===== config.mk =====
export PLATFORM = sky130hd
export DESIGN_NAME = mem_arbiter
export DESIGN_NICKNAME = d
export VERILOG_FILES = /design/src/rtl/mem_arbiter_pkg.sv /design/src/rtl/mem_arb_timer.sv /design/src/rtl/mem_arbiter.sv
export SDC_FILE = /design/constraint.sdc
export NUM_CORES = 1
export LEC_CHECK = 0
export CORE_ASPECT_RATIO = 1.4
export CORE_MARGIN = 2
export CORE_UTILIZATION = 38
export CTS_CLUSTER_DIAMETER = 80
export DETAILED_ROUTE_END_ITERATION = 10
export GPL_TIMING_DRIVEN = 1
export PLACE_DENSITY_LB_ADDON = 0.12
export SYNTH_ARGS = -nofsm -noshare
export SYNTH_HDL_FRONTEND = slang
export SYNTH_SLANG_ARGS = --single-unit

===== constraint.sdc =====
create_clock -name clk -period 1.89 [get_ports clk]
set_input_delay 0.189 -clock clk [delete_from_list [all_inputs] [get_ports clk]]
set_output_delay 0.189 -clock clk [all_outputs]
set_load 0.05 [all_outputs]

===== src/rtl/mem_arbiter_pkg.sv =====
// mem_arbiter_pkg: shared constants for the fetch/data memory arbiter.
//   state_e          - arbiter FSM state encoding
//   grant_e          - encoding of the last requester served
//   MEM_ARB_TIMEOUT  - WAIT cycles before a stuck transaction is abandoned
//                      (used only when MEM_ARB_TIMEOUT_EN is defined)
//   TIMER_W          - width of the timeout counter
package mem_arbiter_pkg;

   typedef enum logic [1:0] {
      StIdle  = 2'd0,
      StWaitF = 2'd1,
      StWaitD = 2'd2,
      StResp  = 2'd3
   } state_e;

   typedef enum logic {
      GrantFetch = 1'b0,
      GrantData  = 1'b1
   } grant_e;

   localparam int unsigned MEM_ARB_TIMEOUT = 64;
   localparam int unsigned TIMER_W         = $clog2(MEM_ARB_TIMEOUT + 1);

endpackage


===== src/rtl/mem_arb_timer.sv =====
// mem_arb_timer: counts cycles spent waiting on memory and flags expiry.
// Compiled only when MEM_ARB_TIMEOUT_EN is defined.
//   clk, rst  - clock, asynchronous active-high reset
//   clear     - return the count to zero
//   enable    - count this cycle
//   expired   - high during the MEM_ARB_TIMEOUT-th enabled cycle
`ifdef MEM_ARB_TIMEOUT_EN
module mem_arb_timer
   import mem_arbiter_pkg::*;
(
   input  logic clk,
   input  logic rst,
   input  logic clear,
   input  logic enable,
   output logic expired
);

   logic [TIMER_W-1:0] cnt_q;

   assign expired = enable & (cnt_q == TIMER_W'(MEM_ARB_TIMEOUT - 1));

   always_ff @(posedge clk or posedge rst) begin
      if (rst) begin
         cnt_q <= '0;
      end else if (clear) begin
         cnt_q <= '0;
      end else if (enable && !expired) begin
         cnt_q <= cnt_q + 1'b1;
      end
   end

endmodule
`endif


===== src/rtl/mem_arbiter.sv =====
// mem_arbiter: shares one memory port between an instruction-fetch requester
// and a load/store requester, one transaction outstanding at a time.
//   clk, rst                      - clock, asynchronous active-high reset
//   fetch_req/addr                - instruction read request (level)
//   fetch_valid/rdata/stall       - fetch response strobe, data, PC hold
//   data_rd/wr/addr/wdata         - load/store request (level)
//   data_valid/rdata/stall        - data response strobe, load data, hold
//   mem_req/wr/addr/wdata         - memory issue strobe and command
//   mem_rdata, mem_done           - memory read data and completion strobe
//   halt                          - block new fetch grants
//   err                           - sticky protocol error
// Optional: MEM_ARB_TIMEOUT_EN abandons a transaction after MEM_ARB_TIMEOUT
// WAIT cycles, flags err and returns zero read data.
module mem_arbiter
   import mem_arbiter_pkg::*;
(
   input  logic        clk,
   input  logic        rst,
   input  logic        fetch_req,
   input  logic [15:0] fetch_addr,
   output logic        fetch_valid,
   output logic [15:0] fetch_rdata,
   output logic        fetch_stall,
   input  logic        data_rd,
   input  logic        data_wr,
   input  logic [15:0] data_addr,
   input  logic [15:0] data_wdata,
   output logic        data_valid,
   output logic [15:0] data_rdata,
   output logic        data_stall,
   output logic        mem_req,
   output logic        mem_wr,
   output logic [15:0] mem_addr,
   output logic [15:0] mem_wdata,
   input  logic [15:0] mem_rdata,
   input  logic        mem_done,
   input  logic        halt,
   output logic        err
);

   state_e      state_q;
   grant_e      last_grant_q;
   logic [15:0] addr_q, wdata_q;
   logic        wr_q;
   logic        fetch_valid_q, data_valid_q, mem_req_q, err_q;
   logic [15:0] fetch_rdata_q, data_rdata_q;

   logic data_pend, fetch_pend, pick_data, timeout;

   assign data_pend  = data_rd | data_wr;
   assign fetch_pend = fetch_req & ~halt;
   // Data wins unless fetch is also eligible and data was the last one served.
   assign pick_data  = data_pend & (~fetch_pend | (last_grant_q == GrantFetch));

`ifdef MEM_ARB_TIMEOUT_EN
   logic waiting;
   assign waiting = (state_q == StWaitF) || (state_q == StWaitD);

   mem_arb_timer u_timer (
      .clk     (clk),
      .rst     (rst),
      .clear   (~waiting),
      .enable  (waiting),
      .expired (timeout)
   );
`else
   assign timeout = 1'b0;
`endif

   always_ff @(posedge clk or posedge rst) begin
      if (rst) begin
         state_q       <= StIdle;
         last_grant_q  <= GrantFetch;
         addr_q        <= '0;
         wdata_q       <= '0;
         wr_q          <= 1'b0;
         fetch_valid_q <= 1'b0;
         data_valid_q  <= 1'b0;
         mem_req_q     <= 1'b0;
         err_q         <= 1'b0;
         fetch_rdata_q <= '0;
         data_rdata_q  <= '0;
      end else begin
         fetch_valid_q <= 1'b0;
         data_valid_q  <= 1'b0;
         mem_req_q     <= 1'b0;
         case (state_q)
            StIdle: begin
               if (mem_done || (data_rd && data_wr)) err_q <= 1'b1;
               if (pick_data) begin
                  addr_q       <= data_addr;
                  wdata_q      <= data_wdata;
                  wr_q         <= data_wr;  // rd+wr together proceeds as a write
                  mem_req_q    <= 1'b1;
                  last_grant_q <= GrantData;
                  state_q      <= StWaitD;
               end else if (fetch_pend) begin
                  addr_q       <= fetch_addr;
                  wdata_q      <= '0;
                  wr_q         <= 1'b0;
                  mem_req_q    <= 1'b1;
                  last_grant_q <= GrantFetch;
                  state_q      <= StWaitF;
               end
            end
            StWaitF, StWaitD: begin
               if (mem_done) begin
                  if (state_q == StWaitF) begin
                     fetch_valid_q <= 1'b1;
                     fetch_rdata_q <= mem_rdata;
                  end else begin
                     data_valid_q <= 1'b1;
                     if (!wr_q) data_rdata_q <= mem_rdata;
                  end
                  state_q <= StResp;
               end else if (timeout) begin
                  err_q <= 1'b1;
                  if (state_q == StWaitF) begin
                     fetch_valid_q <= 1'b1;
                     fetch_rdata_q <= '0;
                  end else begin
                     data_valid_q <= 1'b1;
                     data_rdata_q <= '0;
                  end
                  state_q <= StResp;
               end
            end
            StResp: begin
               if (mem_done) err_q <= 1'b1;
               state_q <= StIdle;
            end
            default: state_q <= StIdle;
         endcase
      end
   end

   assign fetch_valid = fetch_valid_q;
   assign fetch_rdata = fetch_rdata_q;
   assign data_valid  = data_valid_q;
   assign data_rdata  = data_rdata_q;
   assign mem_req     = mem_req_q;
   assign mem_wr      = wr_q;
   assign mem_addr    = addr_q;
   assign mem_wdata   = wdata_q;
   assign err         = err_q;

   assign fetch_stall = fetch_req & ~fetch_valid_q;
   assign data_stall  = data_pend & ~data_valid_q;

endmodule


==> metrics.txt <==
buffers inserted by post-CTS timing repair=0; CTS Hold Bufs=0; total die area=0.00908 sq mm; insertion delay of the later-clocked pin in the worst-skew pair=0.33 ns; total of warnings raised by yosys=0; DRC violation count after routing=0; part of the cycle the worst path needs=0.940; highest-count cells in the layout ignoring fill and taps=138 x sky130_fd_sc_hd__clkdlybuf4s50_1, 72 x sky130_fd_sc_hd__dfrtp_1, 34 x sky130_fd_sc_hd__o21ai_0; total congestion overflow after global routing=0; sequential element share of the synthesized area=0.570; final-report hold violation count=0; net count after synthesis=317; endpoint kind of the worst setup timing path=flop; maximum fanout encountered on the critical timing path=10; Tot Pwr=10600 uW; post-synthesis instance area=0.00316 sq mm; vias post-DR=2571; maximum buffer depth of the clock tree=2; number of optimization iterations in the first detailed-route pass=4; count of state elements after synthesis=72; setup repair after global routing missed its margin=no; required time of the critical path=2.10 ns; result of the run=complete, no violations; dpl hpwl=6080 um; crit path cell chain=inv_1, ha_1, nand2_1, nor3_2, buf_6, mux2_2; pin count of the biggest net entering global routing=51; total routing resource utilization after global routing=0.200; clock network power share=0.161; number of placed instances, taps included=482; clock buffers created by TritonCTS=9; minimum period implied by the final worst setup slack=1.78 ns; Top Family by Delay on Critical Path=flip-flops; Layout fillers=697; weighted congestion reported at the end of routability-driven placement=0.770; number of global-route vias before repair=2757; H-tree depth reported by CTS=3; startpoint-to-endpoint class of the critical path=reg2reg; number of rows created at floorplan=39; Hold Path Class=in2async; portion of total power attributed to combinational logic=0.583; Crit-path slowest cell=sky130_fd_sc_hd__dfrtp_1; ant diodes=0; startpoint types=flop; number of different library cells in the post-synthesis netlist=27; NumNets Final=466; start point of the critical path=state_q[0]; peak per-stage delay on the critical path=0.39 ns; clock tree root buffer cell=sky130_fd_sc_hd__clkbuf_16; Tightest Pin Transition=0.526 ns; net switching fraction of the power=0.450; Slew Limit Headroom=0.648; design internal power=5820 uW; Avg Vias per Cell=5.16; power dissipated by switching net loads=4770 uW; TritonCTS sink count=72; TritonCTS clock tree=done; relative area change from synthesis to final layout=59.8%; violation count after the first detailed-routing iteration=59; clock-pin transition on the worst setup and hold timing paths=0.05 ns; number of I/O pins=142; beginning of the worst register-to-register path=state_q[0]; number of antenna violations at the first check in global routing=0; total negative slack=0 ns; most common library cell in the layout ignoring fill and taps=sky130_fd_sc_hd__clkdlybuf4s50_1; proportion of power drawn by flip-flops and latches=0.255; Gates resized, CTS repair=0; Finish-stage setup viols=0; global-route wire length before repair=13800 um; Post-Synthesis Mean Instance Area=13.1 sq um; Core Footprint=0.00810 sq mm; die boundary width=81.1 um; Mapped Cells=242; Leak Pwr=0.00212 uW; starting density of the core=0.390; power density over the cells=2090 mW/mm^2; Max Clock Freq=563 MHz; number of buffers and inverters on the critical path=2; Die Ht=112 um; Antenna Nets Post-Route=0; max_cap viols=0; Worst VDD drop=1.14 mV; post-layout instance count excluding filler cells=498; post-detailed-routing wire length=8420 um; clock skew after layout=0.00746 ns; Routed WL per cell=16.9 um; layout cell share with drive strength beyond 1=0.220; IO buf count=141; max-slew violation count=0; data arrival at the endpoint of the critical path=1.99 ns
[stage by stage]
stage / hold WS [ns] / setup WS, ns / cell area (sq um) / util
after global routing: 0.316 / 0.00128 / 5060 / 0.624
after CTS: 0.289 / 0.0777 / 5050 / 0.624
final: 0.280 / 0.114 / 5060 / 0.624
after global placement: 0.443 / 0.142 / 4750 / 0.587
after floorplan: 0.322 / 0.0573 / 3170 / -
after detailed placement: 0.449 / 0.104 / 4750 / 0.587
[flip-flops by register name (all words and copies together) (netlist names), 2 cells and up]
register / count
mem_addr: 16
mem_wdata: 16
fetch_rdata: 16
data_rdata: 16
state_q: 2
[layout make-up]
| class | count | area (sq um) | share of cell area |
|---|---|---|---|
| Sequential cell | 72 | 1800 | 0.356 |
| Timing Repair Buffer | 159 | 1580 | 0.313 |
| Clock inverter | 2 | 37.5 | 0.00742 |
| Inverter | 8 | 36.3 | 0.00718 |
| Clock buffer | 14 | 264 | 0.0522 |
| Tap cell | 102 | 128 | 0.0252 |
| Multi-Input combinational cell | 141 | 1210 | 0.239 |
[tightest hold or removal path, delay by kind of cell]
kind | cells | cell delay (ns)
buffers and inverters | 3 | 0.80
[cell usage after synthesis (all sizes together)]
| cell type | n | area share |
|---|---|---|
| a32oi | 1 | 0.0028 |
| a31oi | 1 | 0.0020 |
| clkbuf | 8 | 0.0095 |
| nor2b | 2 | 0.0040 |
| a21boi | 2 | 0.0047 |
| dfrtp | 72 | 0.57 |
| buf | 13 | 0.028 |
| o21ai | 35 | 0.059 |
| a22o | 17 | 0.047 |
| nor3 | 2 | 0.0063 |
| mux2 | 32 | 0.11 |
| or2 | 1 | 0.0020 |
| nor2 | 3 | 0.0036 |
| nand2b | 1 | 0.0020 |
| ha | 4 | 0.016 |
| o221a | 16 | 0.057 |
| and3b | 1 | 0.0028 |
| nand3b | 1 | 0.0024 |
| a2bb2oi | 18 | 0.050 |
| inv | 8 | 0.010 |
| a21o | 2 | 0.0047 |
| nand2 | 2 | 0.0024 |
[cells by family after synthesis]
kind of cell | after synthesis | share of synthesized area
AOI/OAI and AO/OA | 92 | 0.227
DFF | 72 | 0.570
muxes | 32 | 0.114
buffers and inverters | 29 | 0.0483
and+or+nand+nor | 13 | 0.0253
adders and majority gates | 4 | 0.0158
[final timing paths]
check	slack (ns)	cells after the start	end
min in group clk	0.41	3	mem_addr[4]
hold reg to reg	0.46	1	err
setup / recovery	0.11	6	data_rdata[15]
max in group asynchronous	1.37	3	mem_addr[3]
setup reg to reg	0.11	6	data_rdata[15]
hold / removal	0.28	3	mem_wdata[5]
[power by group through the flow]
| stage | registers, uW | clock network (uW) | logic [uW] |
|---|---|---|---|
| 3_5_place_dp | 2730 | 0 | 6210 |
| 5_1_grt | 2800 | 1820 | 6500 |
| 3_3_place_gp | 2710 | 0 | 6160 |
| 2_1_floorplan | 5180 | 0 | 1690 |
| 4_1_cts | 2720 | 1750 | 6240 |
| 6_report | 2710 | 1710 | 6180 |
[metal layers]
metal / vias up / share of wire / global-route usage
li1: 1210 / - / -
met1: 1252 / 0.39 / 0.241
met2: 94 / 0.52 / 0.329
met3: 15 / 0.062 / 0.0486
met4: 0 / 0.026 / 0.0972
met5: - / 0 / 0
Power figures use the tool's default switching activity.
